`src/rtl/instr_fetch_unit.sv`:
```
// Instruction-fetch initiator for the RV32I core.
// Issues word addresses to a 1-cycle registered instruction memory, captures
// the returned words into a 2-entry buffer and presents them to decode with a
// valid/ready handshake. Redirects flush all buffered and in-flight fetches;
// a misaligned redirect target parks the unit in a fault state until the next
// aligned redirect or reset.
module instr_fetch_unit #(
    parameter logic [31:0] RESET_PC  = 32'h0000_0000,
    parameter int          BUF_DEPTH = 2
) (
    input  logic        clk,
    input  logic        reset,
    output logic [31:0] imem_addr,
    output logic        imem_req,
    input  logic [31:0] imem_rdata,
    input  logic        redirect_valid,
    input  logic [31:0] redirect_pc,
    output logic        if_valid,
    input  logic        if_ready,
    output logic [31:0] if_instr,
    output logic [31:0] if_pc,
    output logic        misalign_fault
);

    // The buffer logic below is written for exactly two entries.
    localparam logic [1:0] BUF_FULL = 2'(BUF_DEPTH);
    localparam logic [2:0] OCC_MAX  = 3'(BUF_DEPTH);

    logic [31:0] r_fetchPc;
    logic [31:0] r_inflightPc;
    logic        r_inflight;
    logic        r_fault;

    logic [1:0]  r_count;
    logic [31:0] r_bufInstr [2];
    logic [31:0] r_bufPc    [2];

    logic        w_pop;
    logic        w_push;
    logic        w_issue;
    logic [2:0]  w_occupancy;

    // A handshake completes whenever the head is valid and decode is ready,
    // even in the same cycle as a redirect.
    assign w_pop  = (r_count != 2'd0) && if_ready;
    // The memory answers one cycle after an issue; imem_rdata is meaningless
    // otherwise (including its reset value of zero).
    assign w_push = r_inflight;

    // Entries that will occupy the buffer once everything already requested
    // lands, net of the entry leaving this cycle.
    assign w_occupancy = {1'b0, r_count} + {2'b00, r_inflight} - {2'b00, w_pop};

    // Issuing is blocked during a redirect so the old stream cannot leak a
    // request past the flush; the reset gate keeps the bus idle while held.
    assign w_issue = !reset && !r_fault && !redirect_valid && (w_occupancy < OCC_MAX);

    assign imem_req       = w_issue;
    assign imem_addr      = r_fetchPc;
    assign misalign_fault = r_fault;
    assign if_valid       = (r_count != 2'd0);
    assign if_instr       = r_bufInstr[0];
    assign if_pc          = r_bufPc[0];

    // Fetch PC, in-flight tracking and fault flag; a redirect overrides any
    // issue and records whether the new target is word aligned.
    always_ff @(posedge clk or posedge reset) begin
        if (reset) begin
            r_fetchPc    <= RESET_PC;
            r_inflightPc <= 32'h0000_0000;
            r_inflight   <= 1'b0;
            r_fault      <= 1'b0;
        end else if (redirect_valid) begin
            r_fetchPc  <= redirect_pc;
            r_inflight <= 1'b0;
            r_fault    <= (redirect_pc[1:0] != 2'b00);
        end else begin
            r_inflight <= w_issue;
            if (w_issue) begin
                r_inflightPc <= r_fetchPc;
                r_fetchPc    <= r_fetchPc + 32'd4;
            end
        end
    end

    // Two-entry FIFO kept head-aligned in slot 0 so the decode outputs come
    // straight from registers; a redirect discards both slots and the
    // response landing this cycle.
    always_ff @(posedge clk or posedge reset) begin
        if (reset) begin
            r_count       <= 2'd0;
            r_bufInstr[0] <= 32'h0000_0000;
            r_bufInstr[1] <= 32'h0000_0000;
            r_bufPc[0]    <= 32'h0000_0000;
            r_bufPc[1]    <= 32'h0000_0000;
        end else if (redirect_valid) begin
            r_count <= 2'd0;
        end else begin
            case ({w_push, w_pop})
                2'b11: begin
                    if (r_count == 2'd1) begin
                        r_bufInstr[0] <= imem_rdata;
                        r_bufPc[0]    <= r_inflightPc;
                    end else begin
                        r_bufInstr[0] <= r_bufInstr[1];
                        r_bufPc[0]    <= r_bufPc[1];
                        r_bufInstr[1] <= imem_rdata;
                        r_bufPc[1]    <= r_inflightPc;
                    end
                end
                2'b10: begin
                    if (r_count == 2'd0) begin
                        r_bufInstr[0] <= imem_rdata;
                        r_bufPc[0]    <= r_inflightPc;
                    end else begin
                        r_bufInstr[1] <= imem_rdata;
                        r_bufPc[1]    <= r_inflightPc;
                    end
                    r_count <= r_count + 2'd1;
                end
                2'b01: begin
                    r_bufInstr[0] <= r_bufInstr[1];
                    r_bufPc[0]    <= r_bufPc[1];
                    r_count       <= r_count - 2'd1;
                end
                default: begin
                    r_count <= r_count;
                end
            endcase
        end
    end

    // The issue rule must never let a response arrive into a full buffer.
    assert property (@(posedge clk) disable iff (reset)
        !(w_push && (r_count == BUF_FULL) && !w_pop))
        else $error("instr_fetch_unit: push into full buffer");

endmodule
```
`config.mk`:
```
export PLATFORM = sky130hd
export DESIGN_NAME = instr_fetch_unit
export DESIGN_NICKNAME = d
export VERILOG_FILES = /design/src/rtl/instr_fetch_unit.sv
export SDC_FILE = /design/constraint.sdc
export NUM_CORES = 1
export LEC_CHECK = 0
export CORE_AREA = 8 8 123 211
export CTS_BUF_LIST = sky130_fd_sc_hd__clkbuf_4 sky130_fd_sc_hd__clkbuf_8
export DETAILED_ROUTE_END_ITERATION = 7
export DIE_AREA = 0 0 131 219
export MAX_ROUTING_LAYER = met4
export PLACE_DENSITY_LB_ADDON = 0.12
export SYNTH_ARGS = -nofsm -noshare
export SYNTH_HDL_FRONTEND = slang
export SYNTH_SLANG_ARGS = --single-unit
```
`constraint.sdc`:
```
create_clock -name clk -period 8.65 [get_ports clk]
set_clock_uncertainty 0.2 [all_clocks]
set_input_delay 0.865 -clock clk [delete_from_list [all_inputs] [get_ports clk]]
set_output_delay 0.865 -clock clk [all_outputs]
set_load 0.01 [all_outputs]
```
# Word-level counts from Yosys, hierarchy flattened
# Index checks and enable logic that the tools add are counted.
# Widths: inputs -> output; s select.
[totals]
ff_bits = 196
inputBits = 68
out_inout_bits = 99
wordCells = 57
[op_classes]
addsub = 5
magnitude_cmp = 1
eq_ne = 7
n_mux = 17
bitwise = 1
reduce_logical = 17
[op_table]
columns = ["cell", "count"]
rows = [
  ["$mux 32", 10],
  ["$pmux 32 s3", 2],
  ["$pmux 32 s2", 2],
  ["$add 32x3->32 const B", 1],
  ["$reduce_bool 2->1", 4],
  ["$ne 2x2->1 const B", 3],
  ["$reduce_bool 3->1", 2],
  ["$eq 2x1->1 const B", 2],
  ["$eq 2x2->1 const B", 2],
  ["$logic_and 1x1->1", 4],
  ["$pmux 2 s2", 1],
  ["$reduce_and 4->1", 1],
  ["$add 2x1->3", 1],
  ["$logic_not 1->1", 3],
  ["$lt 3x2->1 const B", 1],
  ["$reduce_and 3->1", 1],
  ["$sub 3x1->3", 1],
  ["$add 2x1->2 const B", 1],
  ["$logic_not 2->1", 1],
  ["$mux 2", 1],
  ["$reduce_and 2->1", 1],
  ["$sub 2x1->2 const B", 1],
  ["$mux 1", 1],
  ["$not 1->1", 1],
]

# Depth between registers and ports, before layout
# Gate-level depths: netlist (run 1).
[logic_depth]
word_depth = 7
mapped_depth = 16
mapped_depth_nobuf = 13

# Worst setup path before layout (run 1)
# OpenSTA, ideal clock, no wires.
[synth_timing]
path_type = "input-to-output"
start = "input if_ready"
end = "output imem_req"
arrival_time_ns = 3.061
t_required_ns = 7.585
slack_ns = 4.524
cell_stages = 10
n_path_buf = 3
cell_sequence = "nand2_1 > xnor2_1 > nand2_1 > fa_1 > or4b_1 > or2_1 > buf_6 > clkbuf_1 > clkbuf_1 > inv_1"
[synth_between]
elab_chain_len = 4
[synth_lines]
columns = ["element", "line_no", "rtl"]
rows = [
  ["start: declaration", "19", "input logic if_ready,"],
  ["$logic_and 1x1->1", "45", "assign w_pop = (r_count != 2'd0) && if_ready;"],
  ["$sub 3x1->3", "52", "assign w_occupancy = {1'b0, r_count} + {2'b00, r_inflight} - {2'b00, w_pop};"],
  ["$lt 3x2->1", "56", "assign w_issue = !reset && !r_fault && !redirect_valid && (w_occupancy < OCC_MAX);"],
  ["$logic_and 1x1->1", "56", ""],
  ["end: declaration", "14", "output logic imem_req,"],
]
# Every way passes these cells.

# Worst setup path in the final report (run 1)
# Same ends and word-level chain as after synthesis.

==> summary.txt, run 1 <==
Outcome
  • Run status: finished clean

Placement
  • Placer Congestion: 0.783
  • DP Worst Slack: 3.49 ns
  • Post-DP HPWL: 14600 um
  • Input/output buffers: 166

Clock tree
  • CTS tree: done
  • Worst skew pair latency: 0.47 ns
  • Cts repair resizes: 0
  • Clock transition at path regs: 0.09 ns
  • # hold bufs at CTS: 0
  • Max clock buf depth: 2
  • Clock Tree Root: clkbuf_8
  • Post-CTS Setup Inserts: 0
  • Clock sinks: 196
  • CTS H-Tree Depth: 4
  • TritonCTS Buffers: 17

Synth
  • Async set or reset register ratio after synthesis: 100%
  • Post-synthesis cell count: 862
  • Post-synth design cell area: 9050 um2
  • Post-synth net total: 934
  • Area leader, netlist: dfrtp_1
  • Post-synth EDFFs: 0
  • Post-synthesis xor/xnor area fraction: 0.484%
  • Simple-Gate Fraction of Synth Area: 12.3%
  • Yosys top cell area share: 54.2%
  • Post-Synth Adder-Cell Area: 0.746%
  • Seq/Total Area, Yosys: 54.2%
  • Main combinational cell family by area after synthesis: multiplexers
  • Compound-Gate Fraction of Synth Area: 8.44%
  • Synth cell types: 44
  • Yosys reg bits: 196
  • Syn Area/Cell: 10.5 um2
  • Post-synthesis mux area share: 15.6%
  • Ys Warns: 0
  • Ys flop type: dfrtp_1
  • Synth area leaders: dfrtp_1, mux2_2, nand2_1

Pwr
  • Max IR drop VDD: 0.0993 mV
  • Power density over the cells: 277 nW/um2
  • Leakage power: 0.00483 uW

Critical path
  • Crit-path leading delay family: simple AND/OR/NAND/NOR gates
  • CP bufs+invs: 3
  • Data required, critical path: 7.59 ns
  • Kind of critical path: in -> out
  • Crit path max-delay cell type: or2_2
  • CP startpoint kind: input pin
  • Critical path endpoint category: primary output
  • Crit path DAT: 4.07 ns
  • Delay of the slowest critical-path stage: 0.59 ns
  • CP Max Fanout: 35
  • Critical path cell sequence: clkdlybuf4s50_1 > nand2_1 > xnor2_1 > nand2_1 > fa_1 > or4b_1 > or2_2 > inv_1 > clkdlybuf4s50_1

Routing
  • Vias/cell: 4.91
  • DRT iter0 DRCs: 300
  • Post-route ant nets: 0
  • Drt first pass iters: 4
  • DRC Markers: 0
  • DR vias: 6200
  • WL final: 21500 um
  • Wirelength per Cell: 17.0 um

Global route
  • GRT Overall Usage: 16.4%
  • Vias in the first global route: 6335
  • Initial antenna violation count: 1
  • Grt total ovfl: 0
  • Pin count of the biggest net entering global routing: 129
  • First-pass GRT wire length: 35100 um

Flow run
  • Max_cap viols: 0

Worst hold path
  • Worst min-delay path category: reg -> reg

STA
  • Max Freq: 195 MHz
  • Final Cycle Share: 59.4%
  • Worst slew pin tran: 1.08 ns
  • Hold_ws: 0.281 ns
  • Final setup fails: 0
  • Rel. slew slack: 27.0%
  • Max Slew Vio Count: 0
  • Setup_tns: 0 ns
  • RSZ-0062 raised after global routing: false
  • Tmin final: 5.14 ns
  • Final Hold Viols: 0
  • Setup WS post-layout: 3.51 ns

Cells and area
  • Synth-to-Final Area Change: 21.6%
  • Final core utilization: 47.8%
  • Final Net Count: 1016
  • Layout cell share with drive strength beyond 1: 11.7%

Floorplanning
  • Top-Level Pins: 167
  • Core Footprint: 23100 um2
  • Height of the die: 219 um
  • Die area: 28700 um2
  • Die width: 131 um
  • # rows: 74
  • Initial core utilization: 39.3%
[cell families after synthesis]
group,after synthesis
DFF,196
muxes,133
xor gates and xnor gates,5
adders and majority gates,5
AOI/OAI and AO/OA,131
buffers and inverters,125
and+or+nand+nor,267
[layout by cell type, fill, tap and decap left out, types with 13 or more instances in the layout]
cell / netlist / routed
o21ai_0: 85 / 85
nand2_1: 194 / 194
clkbuf_8: 0 / 21
nand4_1: 13 / 13
mux2i_1: 67 / 67
nor2_1: 21 / 21
clkdlybuf4s50_1: 0 / 166
nand3_1: 16 / 16
dfrtp_1: 196 / 196
mux2_2: 66 / 66
[metrics by stage]
stage          power, uW  area, um2  instances
2_1_floorplan       2050       9050        862
3_3_place_gp        2330      10500       1229
3_5_place_dp        2350      10500       1229
4_1_cts             3110      11000       1261
5_1_grt             3270      11000       1262
6_report            3050      11000       1262
[final timing paths]
path	startpoint	to	slack (ns)	cells past startpoint
worst max-delay path	if_ready	imem_req	3.51	9
worst min-delay path	if_pc[3]	if_pc[3]	0.28	2
worst max register to register	r_count[1]	imem_addr[25]	4.11	15
worst min register to register	if_pc[3]	if_pc[3]	0.28	2
max in group asynchronous	reset	if_pc[8]	5.98	3
min in group asynchronous	reset	if_pc[22]	0.82	2
[sequential cells by signal, summed over array words and instances (netlist names)]
register and cells:
r_count 2, misalign_fault 1, if_pc 32, r_bufPc 32, r_inflight 1, if_instr 32
r_inflightPc 32, r_bufInstr 32, imem_addr 32
[area by class of cell]
type | instances | area, um2
Antenna cell | 1 | 2.50
Timing Repair Buffer | 174 | 1720
Clock buffer | 23 | 304
Sequential cell | 196 | 4900
Inverter | 14 | 60.1
Fill cell | 2148 | 12000
Clock inverter | 9 | 220
Tap cell | 304 | 380
Multi-Input combinational cell | 541 | 3420
[cell usage after synthesis, drive strengths merged, types with 2 or more instances]
cell type,n
a21oi,9
mux2i,67
dfrtp,196
mux2,66
a31oi,4
a32oi,2
o211ai,11
o21ai,85
a211oi,2
nand2,194
inv,13
xor2,2
nor3,4
buf,79
or3,4
a22oi,2
clkbuf,32
a21o,3
and2,3
nor4,5
o311ai,6
nor2,21
a221o,2
o221ai,2
nand3,16
ha,3
nand4,13
xnor2,3
[metal layers]
layer,track usage [%],vias to the layer above,routed length [um]
met5,-,-,0
li1,-,3054,-
met4,5.58,0,441
met2,25.9,151,10500
met3,4.16,19,1100
met1,19.9,2976,9420
[worst register-to-register path: stages (launching register included)]
cell	delay (ns)
dfrtp_1	0.45
inv_1	0.09
ha_1	0.20
inv_1	0.09
nand2_1	0.18
xnor2_1	0.26
nand2_1	0.10
fa_1	0.48
or4b_1	0.44
or2_2	0.59
inv_2	0.12
buf_4	0.44
nor2_1	0.21
buf_4	0.24
o21ai_0	0.17
o311ai_0	0.15
[power breakdown]
group          internal (uW)  switching [uW]
combinational            491             425
sequential              1200             181
clock                    439             315
total                   2130             921
Power figures use the tool's default switching activity.
==> inputs of run 2 (changes only) <==
- clock period: 8.65 -> 5.4 ns (I/O delays scaled with it)
==> run 2 against run 1 <==
  * Final cell count is 0.16% lower
  * Global-route usage is 0.089 points lower
  * Register-to-register slack worse by 3.0 ns
  * Sequential cell count stayed put
  * Combinational power is 62% higher
  * Final area is 0.77% lower
  * Non-clock buffer count stayed put
  * Critical path depth is 3 higher
  * Critical endpoint unchanged
  * Largest cell class unchanged
  * Largest power group unchanged
==> summary.txt, run 2 (synthesis results as in run 1) <==
Floorplanning
  • Top-Level Pins: 167 (unchanged)
  • # rows: 74 (unchanged)
  • Initial core utilization: 39.3% (unchanged)
  • Height of the die: 219 um (unchanged)
  • Die width: 131 um (unchanged)
  • Die area: 28700 um2 (unchanged)
  • Core Footprint: 23100 um2 (unchanged)

Clock tree
  • Clock sinks: 196 (unchanged)
  • TritonCTS Buffers: 17 (unchanged)
  • Post-CTS Setup Inserts: 0 (unchanged)
  • Clock Tree Root: clkbuf_8 (unchanged)
  • Worst skew pair latency: 0.48 ns (was 0.47 ns)
  • CTS tree: done (unchanged)
  • Max clock buf depth: 2 (unchanged)
  • Cts repair resizes: 0 (unchanged)
  • Clock transition at path regs: 0.10 ns (was 0.09 ns)
  • # hold bufs at CTS: 0 (unchanged)
  • CTS H-Tree Depth: 4 (unchanged)

Critical path
  • Crit path DAT: 4.09 ns (was 4.07 ns)
  • Reg-to-reg slack, setup: 1.12 ns (was 4.11 ns)
  • Kind of critical path: reg -> out (was in -> out)
  • Critical R2R Capture: imem_addr[21] (was imem_addr[25])
  • CP startpoint kind: flip-flop (was input pin)
  • Origin of the critical flop-to-flop path: r_count[1] (unchanged)
  • CP Max Fanout: 21 (was 35)
  • Critical path endpoint category: primary output (unchanged)
  • R2R depth: 14 (was 15)
  • Data required, critical path: 4.66 ns (was 7.59 ns)

Global route
  • Pin count of the biggest net entering global routing: 178 (was 129)
  • Grt total ovfl: 0 (unchanged)
  • Vias in the first global route: 6424 (was 6335)
  • Initial antenna violation count: 0 (was 1)
  • GRT Overall Usage: 16.3% (was 16.4%)
  • First-pass GRT wire length: 35000 um (was 35100 um)

STA
  • Setup_tns: 0 ns (unchanged)
  • Final Cycle Share: 89.5%
  • Final setup fails: 0 (unchanged)
  • Rel. slew slack: 24.4% (was 27.0%)
  • RSZ-0062 raised after global routing: false (unchanged)
  • Max Freq: 207 MHz
  • Worst slew pin tran: 1.13 ns (was 1.08 ns)
  • Tmin final: 4.83 ns
  • Setup WS post-layout: 0.568 ns (was 3.51 ns)
  • Hold_ws: 0.263 ns (was 0.281 ns)
  • Max Slew Vio Count: 0 (unchanged)
  • Final Hold Viols: 0 (unchanged)

Placement
  • DP Worst Slack: 0.843 ns (was 3.49 ns)
  • Input/output buffers: 166 (unchanged)
  • Placer Congestion: 0.838 (was 0.783)
  • Post-DP HPWL: 14600 um (about the same)

Cells and area
  • Final Net Count: 1016 (unchanged)
  • Layout cell share with drive strength beyond 1: 11.6% (was 11.7%)
  • Ant. Diodes: 0 (was 1)
  • Most common cell after layout, fill and taps aside: dfrtp_1 (unchanged)
  • Synth-to-Final Area Change: 20.6% (was 21.6%)
  • Most frequent cells in the layout: dfrtp_1, nand2_1, clkdlybuf4s50_1, o21ai_0, mux2i_1 (unchanged)

Routing
  • Vias/cell: 4.97 (was 4.91)
  • Wirelength per Cell: 17.2 um (was 17.0 um)
  • Post-route ant nets: 0 (unchanged)
  • DRC Markers: 0 (unchanged)
  • DRT iter0 DRCs: 365 (was 300)
  • DR vias: 6261 (was 6200)
  • Drt first pass iters: 4 (unchanged)
  • WL final: 21700 um (was 21500 um)

Pwr
  • Switching share of power: 31.6% (was 30.2%)
  • Comb power frac: 31.2% (was 30.0%)
  • Max IR drop VDD: 0.183 mV (was 0.0993 mV)
  • NetSw: 1490 uW (was 921 uW)
  • Int Pwr: 3230 uW (was 2130 uW)
  • Leakage power: 0.00478 uW (was 0.00483 uW)
  • Clock share of power: 21.8% (was 24.7%)
  • Power density over the cells: 433 nW/um2 (was 277 nW/um2)
  • Seq pwr share: 47.0% (was 45.3%)

Worst hold path
  • Worst min-delay path category: in -> async (was reg -> reg)

Outcome
  • Run status: finished clean (unchanged)

Flow run
  • Max_cap viols: 0 (unchanged)
run 2: cell count changes in the layout (fill, tap and decap cells not counted):
cell        previous run  this run
buf_4                  8         7
clkbuf_4               2         1
diode_2                1         0
buf_12                 0         1
clkbuf_8              21        22
clkinvlp_4             0         4
bufinv_16              7         3
inv_8                  1         0
run 2: per-stage QoR:
step | power [uW] | instance area [um2] | instances | util (%)
final | 4730 | 10900 | 1260 | 47.4
after global placement | 3730 | 10500 | 1229 | 45.5
after detailed placement | 3770 | 10500 | 1229 | 45.5
after floorplan | 3280 | 9060 | 862 | -
after CTS | 4820 | 10900 | 1260 | 47.4
after global routing | 5070 | 10900 | 1260 | 47.4
run 2: how the worst max path moves through the flow:
stage	start	to	slack, ns	cells after the start
2_1_floorplan	r_count[1]	imem_req	1.64	13
3_3_place_gp	if_ready	imem_req	0.87	10
3_5_place_dp	if_ready	imem_req	0.84	10
4_1_cts	r_count[1]	imem_req	0.47	12
5_1_grt	r_count[1]	imem_req	0.28	12
6_report	r_count[1]	imem_req	0.57	12
run 2: power groups by stage:
stage          sequential [uW]  clock [uW]  combinational (uW)
6_report                  2220        1030                1480
5_1_grt                   2300        1130                1640
4_1_cts                   2230        1080                1510
2_1_floorplan             2180           0                1100
3_5_place_dp              2260           0                1510
3_3_place_gp              2240           0                1490
run 2: critical path, cell delays in order, from the launching register on:
cell	delay [ns]
dfrtp_1	0.45
inv_1	0.09
ha_1	0.19
inv_1	0.08
nand2_1	0.18
xnor2_1	0.27
nand2_1	0.10
fa_1	0.49
or4b_1	0.44
or2_2	0.44
buf_4	0.26
inv_1	0.07
clkdlybuf4s50_1	0.53
run 2: final cells by class:
type	count	area [um2]
Fill cell	2192	12100
Sequential cell	196	4900
Multi-Input combinational cell	541	3420
Timing Repair Buffer	174	1730
Tap cell	304	380
Clock buffer	23	310
Clock inverter	8	123
Inverter	14	56.3
run 2: per-layer routing:
metal,share of wire [%],GRT usage [%],vias up
li1,-,-,3050
met1,43,19.4,3028
met2,51,26.5,167
met3,4.9,3.45,16
met4,1.7,6.00,0
met5,0,-,-
==> inputs of run 3 (changes only) <==
- CORE_AREA: 8 8 123 211 -> 8 8 111 190
- DIE_AREA: 0 0 131 219 -> 0 0 119 198
==> run 3 against run 2 <==
  * Clock power shrank 11%
  * Hold slack improved by 0.019 ns
  * Sequential share of layout area rose by 0.51 points
  * Register-to-register slack improved by 0.18 ns
  * Final cell count is 5.2% lower
  * Critical path type unchanged
==> summary.txt, run 3 (synthesis results as in run 1) <==
Outcome
  • Run status: finished clean (unchanged)

Cells and area
  • Most common cell after layout, fill and taps aside: dfrtp_1 (unchanged)
  • Post-Layout Cell Count: 1194 (was 1260)
  • Most frequent cells in the layout: dfrtp_1, nand2_1, clkdlybuf4s50_1, o21ai_0, mux2i_1 (unchanged)
  • Final core utilization: 58.7% (was 47.4%)
  • Ant. Diodes: 0 (unchanged)
  • Final Net Count: 1017 (was 1016)
  • Synth-to-Final Area Change: 19.3% (was 20.6%)
  • Layout cell share with drive strength beyond 1: 11.6% (unchanged)

Flow run
  • Max_cap viols: 0 (unchanged)

Critical path
  • Kind of critical path: reg -> out (unchanged)
  • CP Max Fanout: 6 (was 21)
  • Origin of the critical flop-to-flop path: r_count[1] (unchanged)
  • CP startpoint kind: flip-flop (unchanged)
  • Data required, critical path: 4.66 ns (about the same)
  • R2R depth: 13 (was 14)
  • Critical path endpoint category: primary output (unchanged)
  • Critical R2R Capture: imem_addr[11] (was imem_addr[21])
  • Reg-to-reg slack, setup: 1.30 ns (was 1.12 ns)
  • Crit path DAT: 3.69 ns (was 4.09 ns)

Placement
  • Inst Count DP: 1164 (was 1229)
  • Placer Congestion: 0.925 (was 0.838)
  • DP Worst Slack: 1.06 ns (was 0.843 ns)
  • Input/output buffers: 166 (unchanged)
  • Post-DP HPWL: 13700 um (was 14600 um)

Clock tree
  • Clock transition at path regs: 0.10 ns (about the same)
  • CTS tree: done (unchanged)
  • CTS H-Tree Depth: 4 (unchanged)
  • # hold bufs at CTS: 0 (unchanged)
  • Post-CTS Setup Inserts: 0 (unchanged)
  • Worst skew pair latency: 0.46 ns (was 0.48 ns)
  • Max clock buf depth: 2 (unchanged)
  • Cts repair resizes: 0 (unchanged)
  • Clock sinks: 196 (unchanged)
  • TritonCTS Buffers: 17 (unchanged)
  • Clock Tree Root: clkbuf_8 (unchanged)

Global route
  • Grt total ovfl: 0 (unchanged)
  • Pin count of the biggest net entering global routing: 96 (was 178)
  • Vias in the first global route: 6432 (was 6424)
  • GRT Overall Usage: 17.9% (was 16.3%)
  • Initial antenna violation count: 0 (unchanged)
  • First-pass GRT wire length: 33300 um (was 35000 um)

Routing
  • Vias/cell: 5.26 (was 4.97)
  • WL final: 20000 um (was 21700 um)
  • DRT iter0 DRCs: 464 (was 365)
  • Wirelength per Cell: 16.7 um (was 17.2 um)
  • Post-route ant nets: 0 (unchanged)
  • DRC Markers: 0 (unchanged)
  • Drt first pass iters: 4 (unchanged)
  • DR vias: 6278 (was 6261)

Floorplanning
  • Core Footprint: 18400 um2 (was 23100 um2)
  • # rows: 66 (was 74)
  • Die area: 23600 um2 (was 28700 um2)
  • Top-Level Pins: 167 (unchanged)
  • Die width: 119 um (was 131 um)
  • Initial core utilization: 49.2% (was 39.3%)
  • Height of the die: 198 um (was 219 um)

STA
  • Final setup fails: 0 (unchanged)
  • Setup WS post-layout: 0.965 ns (was 0.568 ns)
  • RSZ-0062 raised after global routing: false (unchanged)
  • Setup_tns: 0 ns (unchanged)
  • Max Freq: 225 MHz (was 207 MHz)
  • Tmin final: 4.43 ns (was 4.83 ns)
  • Max Slew Vio Count: 0 (unchanged)
  • Worst slew pin tran: 1.08 ns (was 1.13 ns)
  • Rel. slew slack: 27.5% (was 24.4%)
  • Final Hold Viols: 0 (unchanged)
  • Final Cycle Share: 82.1% (was 89.5%)

Worst hold path
  • Worst min-delay path category: reg -> reg (was in -> async)
  • Hold Crit Depth: 2
  • Hold wc startpoint: if_instr[17]
  • Hold Path Sink: if_instr[17]

Pwr
  • Max IR drop VDD: 0.159 mV (was 0.183 mV)
  • Leakage power: 0.00475 uW (was 0.00478 uW)
  • Power density over the cells: 427 nW/um2 (was 433 nW/um2)
==> run 3: per-layer routing <==
layer	GRT usage [%]	vias to the layer above	wire [um]
met4	6.92	0	422
met1	22.6	3011	9380
met2	28.2	175	9480
met3	3.11	29	687
li1	-	3063	-
met5	-	-	0
==> run 3: cell type report <==
| type | instances | area, um2 |
|---|---|---|
| clock inverter | 12 | 131 |
| timing repair buffer | 175 | 1750 |
| fill | 1645 | 7610 |
| tap | 238 | 298 |
| sequential | 196 | 4900 |
| clock buffer | 18 | 241 |
| multi-input combinational | 541 | 3420 |
| inverter | 14 | 56.3 |
==> run 3: worst max path at each step <==
stage	slack [ns]	from	end
floorplan	1.64	r_count[1]	imem_req
global placement	1.19	if_ready	imem_addr[14]
detailed placement	1.06	if_ready	imem_addr[11]
CTS	0.89	r_count[1]	imem_req
global route	0.69	r_count[1]	imem_req
finish	0.97	r_count[1]	imem_req
==> run 3: worst max-delay path, stage by stage (launching register included) <==
cell and delay, ns:
dfrtp_1 0.45, inv_1 0.09, ha_1 0.20, inv_1 0.09
nand2_1 0.18, xnor2_1 0.27, nand2_1 0.10, fa_1 0.48
or4b_1 0.44, or2_2 0.35, inv_1 0.06, clkdlybuf4s50_1 0.54
==> run 3: metrics by stage <==
| step | total power, uW | hold slack (ns) | area [um2] |
|---|---|---|---|
| after floorplan | 3280 | 0.251 | 9060 |
| after global placement | 3710 | 0.260 | 10400 |
| after detailed placement | 3760 | 0.269 | 10400 |
| after CTS | 4690 | 0.290 | 10800 |
| after global routing | 4940 | 0.306 | 10800 |
| final | 4610 | 0.283 | 10800 |
==> run 3: report_power, final <==
| group | switching, uW | internal (uW) |
|---|---|---|
| sequential | 298 | 1930 |
| combinational | 682 | 791 |
| clock | 506 | 413 |
| total | 1490 | 3130 |
==> RTL change: new RTL, settings of run 1 <==
Put one more register stage on the output `misalign_fault`, without a reset. The value now appears one clock later. The other outputs are not delayed to match.
--- a/src/rtl/instr_fetch_unit.sv
+++ b/src/rtl/instr_fetch_unit.sv
@@ -59,3 +59,5 @@
     assign imem_addr      = r_fetchPc;
-    assign misalign_fault = r_fault;
+    always_ff @(posedge clk) begin
+        misalign_fault <= r_fault;
+    end
     assign if_valid       = (r_count != 2'd0);
Check against the original RTL: not equivalent (Yosys sat finds a counterexample within 4 cycles, from zero or initial values and one cycle with reset high).
==> RTL change against run 1 <==
Synthesized cell count grew 1.5%. Critical path depth grew 1. Routed wire length grew 4.7%. Area after synthesis grew 2.6%. Sequential cell count grew 1. Final area grew 1.1%. Worst setup slack lost 0.012 ns. Count of clock-buffer cells in the layout shrank 5. Total power grew 14%. Highest routed layer unchanged.
==> RTL change: results (changes against run 1) <==
| Parameter | This run | Delta |
|---|---|---|
| Drt first pass iters | 5 | +1 |
| Distinct cells, synth | 56 | +27% |
| Library cell contributing the largest single delay on the critical path | sky130_fd_sc_hd__clkdlybuf4s50_1 |  |
| Wire length reported by the detailed router | 22500 um | +4.7% |
| Fillers | 2171 | +1.1% |
| Worst Path Arrival | 4.08 ns | about the same |
| Power Internal | 2.28 mW | +6.9% |
| Detailed placement HPWL | 15400 um | +5.2% |
| Detail-routed via count per cell | 5.16 | +5.0% |
| Wire length of the first global-routing pass | 36300 um | +3.3% |
| Share of post-route cells with drive strength above 1 | 0.125 | +0.00823 |
| Syn_nets | 947 | +1.4% |
| Net switching power figure | 1.20 mW | +31% |
| Proportion of synthesized flip-flops having asynchronous set or reset | 0.995 | -0.00508 |
| Highest cell delay on the worst timing path | 0.54 ns | -0.05 ns |
| Clk Latency, worst-skew pair | 0.49 ns | +0.02 ns |
| Pin count of the biggest net entering global routing | 139 | +7.8% |
| Initial antenna violation count | 0 | -1 |
| Post-synth top cells | 196 x sky130_fd_sc_hd__dfrtp_1, 105 x sky130_fd_sc_hd__nand2_1, 73 x sky130_fd_sc_hd__nor2_1, 70 x sky130_fd_sc_hd__a21oi_1, 67 x sky130_fd_sc_hd__mux2i_1 |  |
| Setup Crit Path Kind | flop to output port |  |
| Maximum vdd drop | 0.127 mV | +28% |
| Vias in the first global route | 6627 | +4.6% |
| Instance area at placement | 0.0107 mm^2 | +2.3% |
| Cells taking the most area after synthesis | sky130_fd_sc_hd__dfrtp_1 53%, sky130_fd_sc_hd__mux2_2 8.0%, sky130_fd_sc_hd__mux2i_1 7.2%, sky130_fd_sc_hd__buf_4 5.2%, sky130_fd_sc_hd__nand2_1 4.2% |  |
| Pin slew with the least headroom to its limit | 0.963 ns | -0.121 ns |
| Sequential share of the synthesized area | 0.530 | -0.0117 |
| Result of the run | finished, final reports clean |  |
| Part of the power in combinational logic | 0.394 | +0.094 |
| Hold path startpoint | r_inflightPc[6]$_DFFE_PP0P_ |  |
| Initial DRC count | 336 | +12% |
| Final layout net count | 1025 | +0.89% |
| Clock distribution power | 618 uW | -18% |
| RD Place Congestion | 0.846 | +8.0% |
| Clk buf depth | 2 | unchanged |
| Yosys warns | 0 | unchanged |
| CP max FO | 26 | -26% |
==> RTL change: cell type report <==
class / instances / share of cell area
timing repair buffer: 174 / 0.155
antenna: 1 / 0.000225
inverter: 14 / 0.00540
clock buffer: 18 / 0.0223
tap: 304 / 0.0342
sequential: 197 / 0.443
multi-input combinational: 549 / 0.326
clock inverter: 14 / 0.0143
==> RTL change: layer usage <==
| layer | GRT usage | vias to the layer above | wire (um) | part of all wire |
|---|---|---|---|---|
| met5 | - | - | 0 | 0 |
| met2 | 0.267 | 199 | 11100 | 0.50 |
| met4 | 0.0746 | 0 | 616 | 0.027 |
| li1 | - | 3170 | - | - |
| met1 | 0.203 | 3154 | 9670 | 0.43 |
| met3 | 0.0333 | 36 | 1050 | 0.047 |
==> RTL change: metrics by stage <==
stage	setup slack [ns]	std cells
after CTS	3.43	1270
final	3.50	1271
after floorplan	2.24	875
after global routing	3.21	1270
after global placement	3.66	1238
after detailed placement	3.53	1238
==> RTL change: logic make-up after synthesis <==
| logic type | share of synthesized area |
|---|---|
| buffers and inverters | 0.0811 |
| xor gates and xnor gates | 0.00377 |
| DFF | 0.530 |
| muxes | 0.154 |
| adders and majority gates | 0.00727 |
| AOI/OAI and AO/OA | 0.0858 |
| and+or+nand+nor | 0.138 |
==> RTL change: final timing paths <==
check / endpoint / cells past startpoint / slack, ns
hold / removal: r_inflightPc[6]$_DFFE_PP0P_ / 2 / 0.30
setup / recovery: imem_req / 10 / 3.50
setup reg to reg: imem_addr[20]$_DFFE_PP0P_ / 12 / 3.96
max in group asynchronous: if_pc[7]$_DFFE_PP0P_ / 3 / 6.04
hold reg to reg: r_inflightPc[6]$_DFFE_PP0P_ / 2 / 0.30
min in group asynchronous: imem_addr[28]$_DFFE_PP0P_ / 2 / 0.88
